### config.mk
export PLATFORM = sky130hd
export DESIGN_NAME = ov7670_stream_gen_flat
export DESIGN_NICKNAME = d
export VERILOG_FILES = /design/src/rtl/ov7670_stream_pkg.sv /design/src/rtl/ov7670_stream_gen_if.sv /design/src/rtl/ov7670_pattern_pixel.sv /design/src/rtl/ov7670_stream_gen.sv /design/src/flat_wrapper.sv
export SDC_FILE = /design/constraint.sdc
export NUM_CORES = 1
export LEC_CHECK = 0
export ABC_AREA = 1
export BUFFER_PORTS_ARGS = -buffer_cell sky130_fd_sc_hd__buf_2
export CAP_MARGIN = 10
export CORE_MARGIN = 2
export CORE_UTILIZATION = 50
export DETAILED_ROUTE_END_ITERATION = 10
export PLACE_DENSITY = 0.77
export REMOVE_ABC_BUFFERS = 1
export SETUP_SLACK_MARGIN = 0.2
export SLEW_MARGIN = 30
export SYNTH_ARGS = -nofsm -noshare
export SYNTH_HDL_FRONTEND = slang
export SYNTH_SLANG_ARGS = --single-unit
### constraint.sdc
create_clock -name clk25 -period 1.88 [get_ports clk25]
set_input_delay 0 -clock clk25 [delete_from_list [all_inputs] [get_ports clk25]]
set_output_delay 0 -clock clk25 [all_outputs]
set_load 0.02 [all_outputs]
### src/rtl/ov7670_stream_pkg.sv
// Shared types and constants for the OV7670 DVP test-pattern source:
// FSM states, pattern ids, RGB565 bar colours and VGA default timing.
package ov7670_stream_pkg;

  typedef enum logic [2:0] {
    ST_IDLE,
    ST_VSYNC,
    ST_VBP,
    ST_ACTIVE,
    ST_VFP
  } state_e;

  typedef enum logic [1:0] {
    PAT_BARS,
    PAT_RAMP,
    PAT_CHECKER,
    PAT_MOVING
  } pattern_e;

  localparam logic [15:0] BAR_WHITE   = 16'hFFFF;
  localparam logic [15:0] BAR_YELLOW  = 16'hFFE0;
  localparam logic [15:0] BAR_CYAN    = 16'h07FF;
  localparam logic [15:0] BAR_GREEN   = 16'h07E0;
  localparam logic [15:0] BAR_MAGENTA = 16'hF81F;
  localparam logic [15:0] BAR_RED     = 16'hF800;
  localparam logic [15:0] BAR_BLUE    = 16'h001F;
  localparam logic [15:0] BAR_BLACK   = 16'h0000;

  // OV7670 VGA RGB565 timing; H_BLANK is 144 tP at two byte clocks per tP
  localparam int OV_WIDTH   = 640;
  localparam int OV_HEIGHT  = 480;
  localparam int OV_H_BLANK = 288;
  localparam int OV_V_SYNC  = 3;
  localparam int OV_V_BP    = 17;
  localparam int OV_V_FP    = 10;

  function automatic logic [15:0] bar_colour(input logic [2:0] idx);
    logic [15:0] c;
    case (idx)
      3'd0:    c = BAR_WHITE;
      3'd1:    c = BAR_YELLOW;
      3'd2:    c = BAR_CYAN;
      3'd3:    c = BAR_GREEN;
      3'd4:    c = BAR_MAGENTA;
      3'd5:    c = BAR_RED;
      3'd6:    c = BAR_BLUE;
      default: c = BAR_BLACK;
    endcase
    return c;
  endfunction

endpackage

### src/rtl/ov7670_stream_gen_if.sv
// DVP video bus between the pattern source (master) and a capture block (slave).
interface ov7670_stream_gen_if;
  logic       vsync;
  logic       href;
  logic [7:0] dout;

  modport master (output vsync, output href, output dout);
  modport slave  (input vsync, input href, input dout);
endinterface

### src/rtl/ov7670_pattern_pixel.sv
// Combinational test-pattern generator: pixel coordinate, pattern id and
// frame counter in, one RGB565 word out.
module ov7670_pattern_pixel
  import ov7670_stream_pkg::*;
#(
  parameter int WIDTH = OV_WIDTH
) (
  input  logic [15:0] x_i,
  input  logic [4:0]  y_i,
  input  pattern_e    pattern_i,
  input  logic [4:0]  frame_cnt_i,
  output logic [15:0] pixel_o
);

  localparam int BAR_W = WIDTH / 8;

  logic [15:0] bar_idx;

  always_comb begin
    bar_idx = x_i / 16'(BAR_W);
    pixel_o = BAR_BLACK;
    case (pattern_i)
      PAT_BARS:    pixel_o = (bar_idx > 16'd7) ? BAR_BLACK : bar_colour(bar_idx[2:0]);
      PAT_RAMP:    pixel_o = {x_i[4:0], x_i[5:0], x_i[4:0]};
      PAT_CHECKER: pixel_o = (x_i[3] ^ y_i[3]) ? 16'hFFFF : 16'h0000;
      PAT_MOVING:  pixel_o = {y_i, x_i[5:0], frame_cnt_i};
      default:     pixel_o = BAR_BLACK;
    endcase
  end

endmodule

### src/rtl/ov7670_stream_gen.sv
// OV7670 VGA RGB565 DVP source with selectable test patterns.
// Define OV7670_STREAM_GEN_CKSUM_EN to build the per-frame byte checksum.
module ov7670_stream_gen
  import ov7670_stream_pkg::*;
#(
  parameter int WIDTH   = OV_WIDTH,
  parameter int HEIGHT  = OV_HEIGHT,
  parameter int H_BLANK = OV_H_BLANK,
  parameter int V_SYNC  = OV_V_SYNC,
  parameter int V_BP    = OV_V_BP,
  parameter int V_FP    = OV_V_FP
) (
  input  logic                       clk25,
  input  logic                       rst,
  input  logic                       en,
  input  logic [1:0]                 pattern_sel,
  ov7670_stream_gen_if.master        vid,
  output logic                       busy,
  output logic                       frame_done,
  output logic [7:0]                 frame_cnt,
  output logic [15:0]                frame_sum
);

  localparam int H_TOTAL = 2 * WIDTH + H_BLANK;
  localparam int HW      = (H_TOTAL > 1) ? $clog2(H_TOTAL) : 1;
  localparam int V_MAX_A = (V_SYNC > V_BP) ? V_SYNC : V_BP;
  localparam int V_MAX_B = (HEIGHT > V_FP) ? HEIGHT : V_FP;
  localparam int V_MAX   = (V_MAX_A > V_MAX_B) ? V_MAX_A : V_MAX_B;
  localparam int VW      = (V_MAX > 1) ? $clog2(V_MAX) : 1;

  localparam logic [HW-1:0] H_LAST   = HW'(H_TOTAL - 1);
  localparam logic [HW-1:0] HREF_END = HW'(2 * WIDTH);

  state_e      state_q;
  pattern_e    pat_q;
  logic [HW-1:0] hcnt_q;
  logic [VW-1:0] vcnt_q;
  logic        vsync_q;
  logic        href_q;
  logic [7:0]  dout_q;
  logic        busy_q;
  logic        frame_done_q;
  logic [7:0]  frame_cnt_q;

  logic [VW-1:0] v_last_line;
  logic          h_last;
  logic          v_last;
  logic          href_d;
  logic [7:0]    dout_d;
  logic [15:0]   x_pix;
  logic [4:0]    y_pix;
  logic [15:0]   pixel;

  always_comb begin
    v_last_line = '0;
    case (state_q)
      ST_VSYNC:  v_last_line = VW'(V_SYNC - 1);
      ST_VBP:    v_last_line = VW'(V_BP - 1);
      ST_ACTIVE: v_last_line = VW'(HEIGHT - 1);
      ST_VFP:    v_last_line = VW'(V_FP - 1);
      default:   v_last_line = '0;
    endcase
  end

  assign h_last = (hcnt_q == H_LAST);
  assign v_last = (vcnt_q == v_last_line);
  assign x_pix  = 16'(hcnt_q >> 1);
  assign y_pix  = 5'(vcnt_q);
  assign href_d = (state_q == ST_ACTIVE) && (hcnt_q < HREF_END);
  // High byte of each RGB565 word goes out on the even byte clock
  assign dout_d = href_d ? (hcnt_q[0] ? pixel[7:0] : pixel[15:8]) : 8'h00;

  ov7670_pattern_pixel #(.WIDTH(WIDTH)) u_pixel (
    .x_i         (x_pix),
    .y_i         (y_pix),
    .pattern_i   (pat_q),
    .frame_cnt_i (frame_cnt_q[4:0]),
    .pixel_o     (pixel)
  );

  // Outputs are decoded from the current state, so the whole bus trails the
  // state register by one clock and vsync/href/dout stay mutually aligned.
  always_ff @(posedge clk25 or posedge rst) begin
    if (rst) begin
      state_q      <= ST_IDLE;
      pat_q        <= PAT_BARS;
      hcnt_q       <= '0;
      vcnt_q       <= '0;
      vsync_q      <= 1'b0;
      href_q       <= 1'b0;
      dout_q       <= 8'h00;
      busy_q       <= 1'b0;
      frame_done_q <= 1'b0;
      frame_cnt_q  <= 8'h00;
    end else begin
      vsync_q      <= (state_q == ST_VSYNC);
      href_q       <= href_d;
      dout_q       <= dout_d;
      busy_q       <= (state_q != ST_IDLE);
      frame_done_q <= (state_q == ST_VFP) && h_last && v_last;
      frame_cnt_q  <= frame_cnt_q + {7'd0, frame_done_q};

      if (state_q == ST_IDLE) begin
        hcnt_q <= '0;
        vcnt_q <= '0;
        if (en) begin
          state_q <= ST_VSYNC;
          pat_q   <= pattern_e'(pattern_sel);
        end
      end else if (!h_last) begin
        hcnt_q <= hcnt_q + 1'b1;
      end else begin
        hcnt_q <= '0;
        if (!v_last) begin
          vcnt_q <= vcnt_q + 1'b1;
        end else begin
          vcnt_q <= '0;
          case (state_q)
            ST_VSYNC:  state_q <= ST_VBP;
            ST_VBP:    state_q <= ST_ACTIVE;
            ST_ACTIVE: state_q <= ST_VFP;
            default: begin
              if (en) begin
                state_q <= ST_VSYNC;
                pat_q   <= pattern_e'(pattern_sel);
              end else begin
                state_q <= ST_IDLE;
              end
            end
          endcase
        end
      end
    end
  end

  assign vid.vsync  = vsync_q;
  assign vid.href   = href_q;
  assign vid.dout   = dout_q;
  assign busy       = busy_q;
  assign frame_done = frame_done_q;
  assign frame_cnt  = frame_cnt_q;

`ifdef OV7670_STREAM_GEN_CKSUM_EN
  logic [15:0] sum_q;
  logic [15:0] frame_sum_q;

  // Clearing on frame_done lines up with the output-side VSYNC entry
  always_ff @(posedge clk25 or posedge rst) begin
    if (rst) begin
      sum_q       <= 16'h0000;
      frame_sum_q <= 16'h0000;
    end else if (frame_done_q) begin
      frame_sum_q <= sum_q;
      sum_q       <= 16'h0000;
    end else if (href_q) begin
      sum_q <= sum_q + {8'h00, dout_q};
    end
  end

  assign frame_sum = frame_sum_q;
`else
  assign frame_sum = 16'h0000;
`endif

endmodule

### src/flat_wrapper.sv
// flat-port wrapper written by rule: the top's interface ports become plain ports
module ov7670_stream_gen_flat import ov7670_stream_pkg::*;
#(
  parameter int WIDTH   = OV_WIDTH,
  parameter int HEIGHT  = OV_HEIGHT,
  parameter int H_BLANK = OV_H_BLANK,
  parameter int V_SYNC  = OV_V_SYNC,
  parameter int V_BP    = OV_V_BP,
  parameter int V_FP    = OV_V_FP
)
  (clk25, rst, en, pattern_sel, busy, frame_done, frame_cnt, frame_sum, vid_vsync, vid_href, vid_dout);
  ov7670_stream_gen_if vid_i ();
  input  logic clk25;
  input  logic rst;
  input  logic en;
  input  logic [1:0] pattern_sel;
  output logic busy;
  output logic frame_done;
  output logic [7:0] frame_cnt;
  output logic [15:0] frame_sum;
  output wire logic [$bits(vid_i.vsync)-1:0] vid_vsync;
  output wire logic [$bits(vid_i.href)-1:0] vid_href;
  output wire logic [$bits(vid_i.dout)-1:0] vid_dout;
  assign vid_vsync = vid_i.vsync;
  assign vid_href = vid_i.href;
  assign vid_dout = vid_i.dout;
  ov7670_stream_gen #(.WIDTH(WIDTH), .HEIGHT(HEIGHT), .H_BLANK(H_BLANK), .V_SYNC(V_SYNC), .V_BP(V_BP), .V_FP(V_FP)) u_core (.clk25(clk25), .rst(rst), .en(en), .pattern_sel(pattern_sel), .vid(vid_i), .busy(busy), .frame_done(frame_done), .frame_cnt(frame_cnt), .frame_sum(frame_sum));
endmodule
# --- Word level (Yosys, flattened, before mapping) ---
# Index checks and enable logic that the tools add are counted.
totals:
  register_bits: 45
  out_inout_bits: 36
  wordCells: 69
op_classes:
  n_addsub: 3
  div_mod_pow: 1
  magnitude_cmp: 2
  eq_ne: 17
  mux: 23
  bitwise: 1
  reduce_logical: 12
op_table:
  columns: ["op", "count"]
  rows:
  - ["$pmux 16 s7", 1]
  - ["$pmux 16 s4", 1]
  - ["$pmux 9 s4", 1]
  - ["$mux 16", 2]
  - ["$mux 9", 3]
  - ["$mux 11", 2]
  - ["$div 10x7->16 const B", 1]
  - ["$gt 16x3->1 const B", 1]
  - ["$mux 8", 2]
  - ["$eq 3x2->1 const B", 4]
  - ["$eq 3x3->1 const B", 4]
  - ["$mux 3", 4]
  - ["$add 11x1->11 const B", 1]
  - ["$eq 11x11->1 const B", 1]
  - ["$lt 11x11->1 const B", 1]
  - ["$mux 2", 5]
  - ["$add 9x1->9 const B", 1]
  - ["$eq 9x9->1", 1]
  - ["$pmux 3 s3", 1]
  - ["$add 8x1->8", 1]
  - ["$eq 3x1->1 const B", 2]
  - ["$logic_not 3->1", 2]
  - ["$reduce_and 3->1", 2]
  - ["$eq 2x2->1 const B", 2]
  - ["other kinds (10)", 13]

# --- Depth between registers and ports, before layout ---
# Gate-level depths: netlist (run 1).
depth:
  depth_word: 7
  mapped_depth: 13
  depth_no_buf: 12

# --- Hierarchy ---
# From an unflattened synthesis (run 1), not the netlist that was laid out.
hier_totals:
  hier_cells: 498
  area_unflattened_um2: 3392.0
by_module_without_submodules:
  columns: ["mod", "n_inst", "cells_per_inst", "area_per_inst_um2", "seq_area_each_um2"]
  rows:
  - ["ov7670_stream_gen", 1, 277, 2301.0, 1126.1]
  - ["ov7670_pattern_pixel", 1, 221, 1091.0, 0.0]

# --- Worst setup path before layout (run 1) ---
# OpenSTA, ideal clock, no wires.
synth_timing:
  path_type: "reg2reg"
  startpoint: "reg u_core.hcnt_q[1]"
  endpoint: "reg u_core.vcnt_q[7]"
  t_arrival_ns: 1.579
  required_time_ns: 1.742
  setup_slack_ns: 0.163
  path_stages_with_launch: 11
  synth_period_minus_slack_ns: 1.717
  cell_sequence: "dfrtp_1 ha_1 nand3_1 nor2_2 nand3_2 nand2_2 nand4_2 or2_1 nor2_2 nand2_1 nor3b_2"
synth_via:
  elab_chain_len: 2
synth_lines:
  columns: ["item", "line_no", "rtl"]
  rows:
  - ["start, declared", "ov7670_stream_gen.sv:36", "logic [HW-1:0] hcnt_q;"]
  - ["start signal, assigned", "ov7670_stream_gen.sv:111", "hcnt_q <= hcnt_q + 1'b1;"]
  - ["$eq 11x11->1", "ov7670_stream_gen.sv:65", "assign h_last = (hcnt_q == H_LAST);"]
  - ["$reduce_bool 2->1 (no line)", null, null]
  - ["end signal, assigned", "ov7670_stream_gen.sv:115", "vcnt_q <= vcnt_q + 1'b1;"]
  - ["end, declared", "ov7670_stream_gen.sv:37", "logic [VW-1:0] vcnt_q;"]
# No other way between the ends.
# A chain may end at the register's enable or synchronous reset.

# --- Final worst setup path (run 1) ---
layout_timing:
  startpoint: "reg u_core.hcnt_q[6]"
  endpoint: "reg u_core.vcnt_q[7]"
# Same word-level chain as after synthesis.

==> reports/qor.yml, run 1 <==
yosys:
  synth_cells: 332
  synth.most_common_cell: "nand2_1"
  synth_area_um2: 2590
  yosys_warnings: 0
  ys_seq_area_share_pct: 43.5
  synthTopCellsByCount: "nand2_1 (67), dfrtp_1 (45), inv_1 (37)"
  async_flop_share_pct: 100
  synthFlopType: "dfrtp_1"
  yosys_register_bits: 45
  syn_avg_cell_area_um2: 7.79
  synth_edf_count: 0
  yosysUniqueCellTypes: 33
  ys_top_cells_by_area: "dfrtp_1 (44%), nand2_1 (9.7%), inv_1 (5.4%)"
  yosysTopAreaCellShare_pct: 43.5
  post-synth-top-area-cell: "dfrtp_1"
global_route:
  grt_use_met2_pct: 34.4
  track_usage_pct: 20.5
  met3_usage_pct: 4.05
  grt_pass1_vias: 2164
  grt.busiest_layer: "met2"
  use_met1_pct: 27.2
  grt_max_degree: 46
  overflow: 0
  grt_pass1_wl_um: 9720
  antenna_found_initial: 0
cts:
  cts_tree: "built"
  cts.sinks: 45
  clk_path_buf_depth: 2
  htreeDepth: 2
  cts_buffers: 5
  clock_latency_ns: 0.30
  cts-root-buf: "clkbuf_8"
  clk_pin_slew_ns: 0.09
critical_path:
  worst_setup_path_end_kind: "flop"
  cp-start-kind: "flop"
  worstPathMaxFanout: 4
  critPathArrivalTime_ns: 1.92
  regToRegEndpoint: "u_core.vcnt_q[7]$_DFFE_PP0P_"
  r2r_slack_ns: 0.16
  crit-reg2reg-launch: "u_core.hcnt_q[6]$_DFF_PP0_"
  worstSetupStartpoint: "u_core.hcnt_q[6]$_DFF_PP0_"
  worstSetupPathType: "flop to flop"
  required_ns: 2.08
  reg2regPathDepth: 10
timing:
  clock_skew_ns: 0.00743
  clock.fmax_ghz: 0.583
  finalSetupViolations: 0
  hold_violations: 0
  period_share_pct: 91.3
  setup_ws_ns: 0.164
  finalMaxSlewViolations: 0
  hold_slack_ns: 0.0405
  final.min_clock_period_ns: 1.72
  rsz0062_at_grt: "yes"
routing:
  dr.pass1.iters: 4
  ant_nets: 0
  drc: 0
  first_iter_violations: 134
  viasPerCell: 5.32
  routed_wl_um: 6430
  wl_per_cell_um: 13.8
  vias: 2476
floorplan:
  die_h_um: 75.9
  die_area_um2: 5760
  initial_core_util_pct: 51.3
  rows: 26
  die_x_um: 75.9
  num_io_pins: 41
  core-area_um2: 5040
placed_design:
  routabilityCongestion: 0.902
  dp_cells: 434
  dp_hpwl_um: 4270
  portBuffers: 24
  dp_worst_setup_slack_ns: 0.0919
final_layout:
  area_growth_syn_to_layout_pct: 28.0
  fin_nets: 403
  drive_above_1_share_pct: 32.2
  fin_util_pct: 65.7
  diodes: 0
  finalNonFillerCells: 465
  nFillCells: 407
power_and_ir_drop:
  total_power_uw: 3830
  power_density_nw_per_um2: 1160
  power.leakage_uw: 0.00162
  vdd_ir_drop_max_mv: 1.01
job:
  maxCapViolCount: 0
worst_hold_path:
  hold_path_end: "u_core.state_q[0]$_DFFE_PP0P_"
  hold_depth: 3
  hold_path.class: "input port to flop"
  min_from: "en"
status:
  status: "finished clean"
-- metrics by stage --
| step | setup TNS (ns) | area [µm²] |
|---|---|---|
| detailed placement | 0 | 2820 |
| finish | 0 | 3310 |
| global placement | 0 | 2820 |
| floorplan | -0.103 | 2500 |
| global route | 0 | 3310 |
| CTS | 0 | 3010 |
-- sequential cells by signal, summed over array words and instances, names as in the netlist --
| name | count |
|---|---|
| u_core.pat_q | 2 |
| u_core.vid.dout | 8 |
| u_core.hcnt_q | 11 |
| u_core.vcnt_q | 9 |
| u_core.state_q | 3 |
| u_core.frame_done | 1 |
| u_core.vid.vsync | 1 |
| u_core.vid.href | 1 |
| u_core.frame_cnt | 8 |
| u_core.busy | 1 |
-- worst max-delay path: stages, from the launching register on --
cell and delay [ns]:
dfrtp_1 0.40, inv_1 0.14, nand2_1 0.12, nor2_2 0.13
nand3_2 0.10, nand2_2 0.10, nand4_2 0.08, or2_1 0.25
nor2_2 0.10, nand2_1 0.05, nor3b_2 0.14
-- repair_timing --
action	CTS	global route
hold buffers	3	0
resized for setup	9	57
pin swaps	3	14
endpoints found under the hold margin	47	0
cloned	0	0
endpoints found under the setup margin	22	24
buffers inserted	5	15
-- worst max path at each step --
| stage | to |
|---|---|
| 2_1_floorplan | u_core.vcnt_q[7]$_DFFE_PP0P_ |
| 3_3_place_gp | u_core.vcnt_q[7]$_DFFE_PP0P_ |
| 3_5_place_dp | u_core.vcnt_q[8]$_DFFE_PP0P_ |
| 4_1_cts | u_core.vcnt_q[7]$_DFFE_PP0P_ |
| 5_1_grt | u_core.vcnt_q[7]$_DFFE_PP0P_ |
| 6_report | u_core.vcnt_q[7]$_DFFE_PP0P_ |
-- where the power goes --
| part | total [µW] | switching, µW | internal [µW] |
|---|---|---|---|
| Sequential | 1270 | 142 | 1130 |
| Clock | 639 | 341 | 298 |
| Combinational | 1920 | 1200 | 721 |
| Total | 3830 | 1680 | 2150 |
-- layer usage --
| metal | part of all wire [%] | routed length, µm |
|---|---|---|
| met1 | 42 | 2720 |
| met2 | 50 | 3190 |
| met3 | 5.5 | 351 |
| met4 | 2.8 | 181 |
| met5 | 0 | 0 |
-- logic make-up (layout without fill, tap and decap cells) --
group | count (synthesis) | after routing | synth area share (%)
and+or+nand+nor | 149 | 149 | 25.9
other | 1 | 16 | 0.145
buffers and inverters | 60 | 108 | 11.2
adders and majority gates | 4 | 4 | 1.94
AOI/OAI and AO/OA | 64 | 64 | 14.2
DFF | 45 | 45 | 43.5
xor gates and xnor gates | 9 | 9 | 3.05
-- layout make-up --
cell class	instances	area [µm²]	area share, %
clock buffers	6	82.6	2.49
clock inverters	2	13.8	0.416
inverters	39	150	4.54
multi-input cells	242	1400	42.2
flip-flops and latches	45	1140	34.4
well taps	70	87.6	2.65
repair buffers	61	442	13.3
-- cell usage in the layout, fill, tap and decap left out, types with 4 or more instances in the layout --
master     n
a21oi_1   22
buf_4     30
inv_2      6
conb_1    16
nand4_1    8
nor2_2     6
buf_2     24
nand2_2   11
nor2_1    19
nand2_1   57
xor2_1     5
xnor2_1    4
nor3_1     9
nor2_4     4
o211ai_1  12
nand3_1   18
a21oi_2    4
o21ai_0   14
o21ai_1    6
dfrtp_2    9
inv_1     31
dfrtp_1   36
nand3_2    6
clkbuf_8   6
No activity file was read; power rests on OpenSTA's default activity.
==> run 2: changes to the inputs <==
- GPL_TIMING_DRIVEN: unset -> 0
==> reports/qor.yml, run 2 (same netlist as run 1, synthesis figures left out) <==
status:
  status: "finished clean"
timing:
  setup_ws_ns: 0.103
  relSlewSlack_pct: 64.4
  final.min_clock_period_ns: 1.78
  hold_slack_ns: 0.0769
  clock_skew_ns: 0.0102
  hold_violations: 0
  setup_tns_ns: 0
  worst_pin_slew_ns: 0.532
  finalSetupViolations: 0
  finalMaxSlewViolations: 0
  period_share_pct: 94.5
  rsz0062_at_grt: "yes"
  clock.fmax_ghz: 0.563
power_and_ir_drop:
  p_clk_share_pct: 17.8
  pwr-share-seq_pct: 31.0
  power.leakage_uw: 0.00161
  swShare_pct: 43.6
  vdd_ir_drop_max_mv: 1.05
  p_switching_uw: 1810
  cellInternalPower_uw: 2340
  power_density_nw_per_um2: 1240
  combinationalPowerShare_pct: 51.2
final_layout:
  top_regs: "u_core.hcnt_q x11, u_core.vcnt_q x9"
  drive_above_1_share_pct: 32.0
  layout_common_cells: "nand2_1 (55), dfrtp_1 (35), inv_1 (30), buf_2 (24)"
  nFillCells: 402
  fin_nets: 395
  finalNonFillerCells: 457
  regArea_um2: 1140
  layout_commonest_cell: "nand2_1"
  multiInputGateArea_um2: 1480
  diodes: 0
  final_cell_area_um2: 3340
  largest_reg_flops: 11
  area_growth_syn_to_layout_pct: 29.3
  top_register: "u_core.hcnt_q"
routing:
  drc: 0
  ant_nets: 0
  vias: 2491
  wl_per_cell_um: 14.3
  first_iter_violations: 185
  viasPerCell: 5.45
  dr.pass1.iters: 5
  routed_wl_um: 6520
global_route:
  grt_pass1_wl_um: 9910
  antenna_found_initial: 0
  track_usage_pct: 21.2
  overflow: 0
  grt_max_degree: 24
  grt_pass1_vias: 2160
placed_design:
  dp_worst_setup_slack_ns: -0.462
  place_area_um2: 2730
  routabilityCongestion: 0.880
  portBuffers: 24
  dp_hpwl_um: 3950
  dp_cells: 421
critical_path:
  worstSetupStartpoint: "u_core.state_q[2]$_DFFE_PP0P_"
  r2r_slack_ns: 0.10
  worstPathMaxFanout: 6
  regToRegEndpoint: "u_core.vcnt_q[7]$_DFFE_PP0P_"
  slowest_stage: "dfrtp_2"
  required_ns: 2.07
  crit-reg2reg-launch: "u_core.state_q[2]$_DFFE_PP0P_"
  endpoint: "u_core.vcnt_q[7]$_DFFE_PP0P_"
  reg2regPathDepth: 9
  path_cells: "buf_6 -> nor3_4 -> inv_4 -> nand2_4 -> nand4_4 -> or2_4 -> nor2_4 -> nand2_1 -> nor3b_2"
  cp-start-kind: "flop"
  worst_setup_path_end_kind: "flop"
  cp_slowest_stage_delay_ns: 0.47
  worstSetupPathType: "flop to flop"
  critPathArrivalTime_ns: 1.97
floorplan:
  die_h_um: 75.9
  die_x_um: 75.9
  num_io_pins: 41
  die_area_um2: 5760
  core-area_um2: 5040
  initial_core_util_pct: 51.3
  rows: 26
worst_hold_path:
  hold_path.class: "input port to flop"
cts:
  cts-root-buf: "clkbuf_8"
  cts.sinks: 45
  cts_buffers: 5
  htreeDepth: 2
  cts_tree: "built"
  clock_latency_ns: 0.30
  clk_pin_slew_ns: 0.09
  clk_path_buf_depth: 2
job:
  maxCapViolCount: 0
run 2: cell type report:
class,count,area share (%)
inverter,39,4.45
clock buffer,6,2.17
sequential,45,34.0
clock inverter,2,1.16
timing repair buffer,53,11.3
multi-input combinational,242,44.3
tap,70,2.62
run 2: worst max-delay path: cells and delay by family (launching register included):
kind | cells | cell delay, ns
buffers and inverters | 2 | 0.22
DFF | 1 | 0.47
and+or+nand+nor | 7 | 0.97
run 2: power by group through the flow:
stage | Clock, µW | Combinational (µW) | Sequential [µW]
finish | 738 | 2120 | 1280
global route | 792 | 2310 | 1300
CTS | 751 | 1630 | 1260
detailed placement | 0 | 1380 | 1300
global placement | 0 | 1370 | 1300
floorplan | 0 | 977 | 1360
run 2: worst min-delay path by stage:
stage	cells past startpoint	slack (ns)	end	from
global route	3	0.10	u_core.pat_q[0]$_DFFE_PP0P_	en
detailed placement	2	0.07	u_core.vid.dout[6]$_DFF_PP0_	rst
finish	3	0.08	u_core.pat_q[1]$_DFFE_PP0P_	en
global placement	3	0.26	u_core.pat_q[0]$_DFFE_PP0P_	pattern_sel[0]
floorplan	2	0.14	u_core.pat_q[0]$_DFFE_PP0P_	pattern_sel[0]
CTS	3	0.06	u_core.pat_q[1]$_DFFE_PP0P_	en
run 2: through the flow:
step	utilization (%)	power, µW
after floorplan	-	2340
after global routing	66.3	4410
after detailed placement	54.2	2680
after global placement	53.7	2660
final	66.3	4140
after CTS	59.8	3640
run 2: timing repair:
| action | 4_1_cts | 5_1_grt |
|---|---|---|
| endpoints found under the hold margin | 24 | 0 |
| endpoints found under the setup margin | 30 | 24 |
| resized for setup | 22 | 63 |
| hold buffers | 3 | 0 |
| pin swaps | 5 | 16 |
| buffers inserted | 9 | 16 |
run 2: metal layers:
metal  routed length (µm)  part of all wire, %  track usage, %  up-vias
met5                    0                    0               0        -
met4                  201                  3.1            6.73        0
met3                  457                  7.0            4.52       22
met2                 3300                   51            36.2      126
met1                 2560                   39            27.0     1156
li1                     -                    -               -     1187
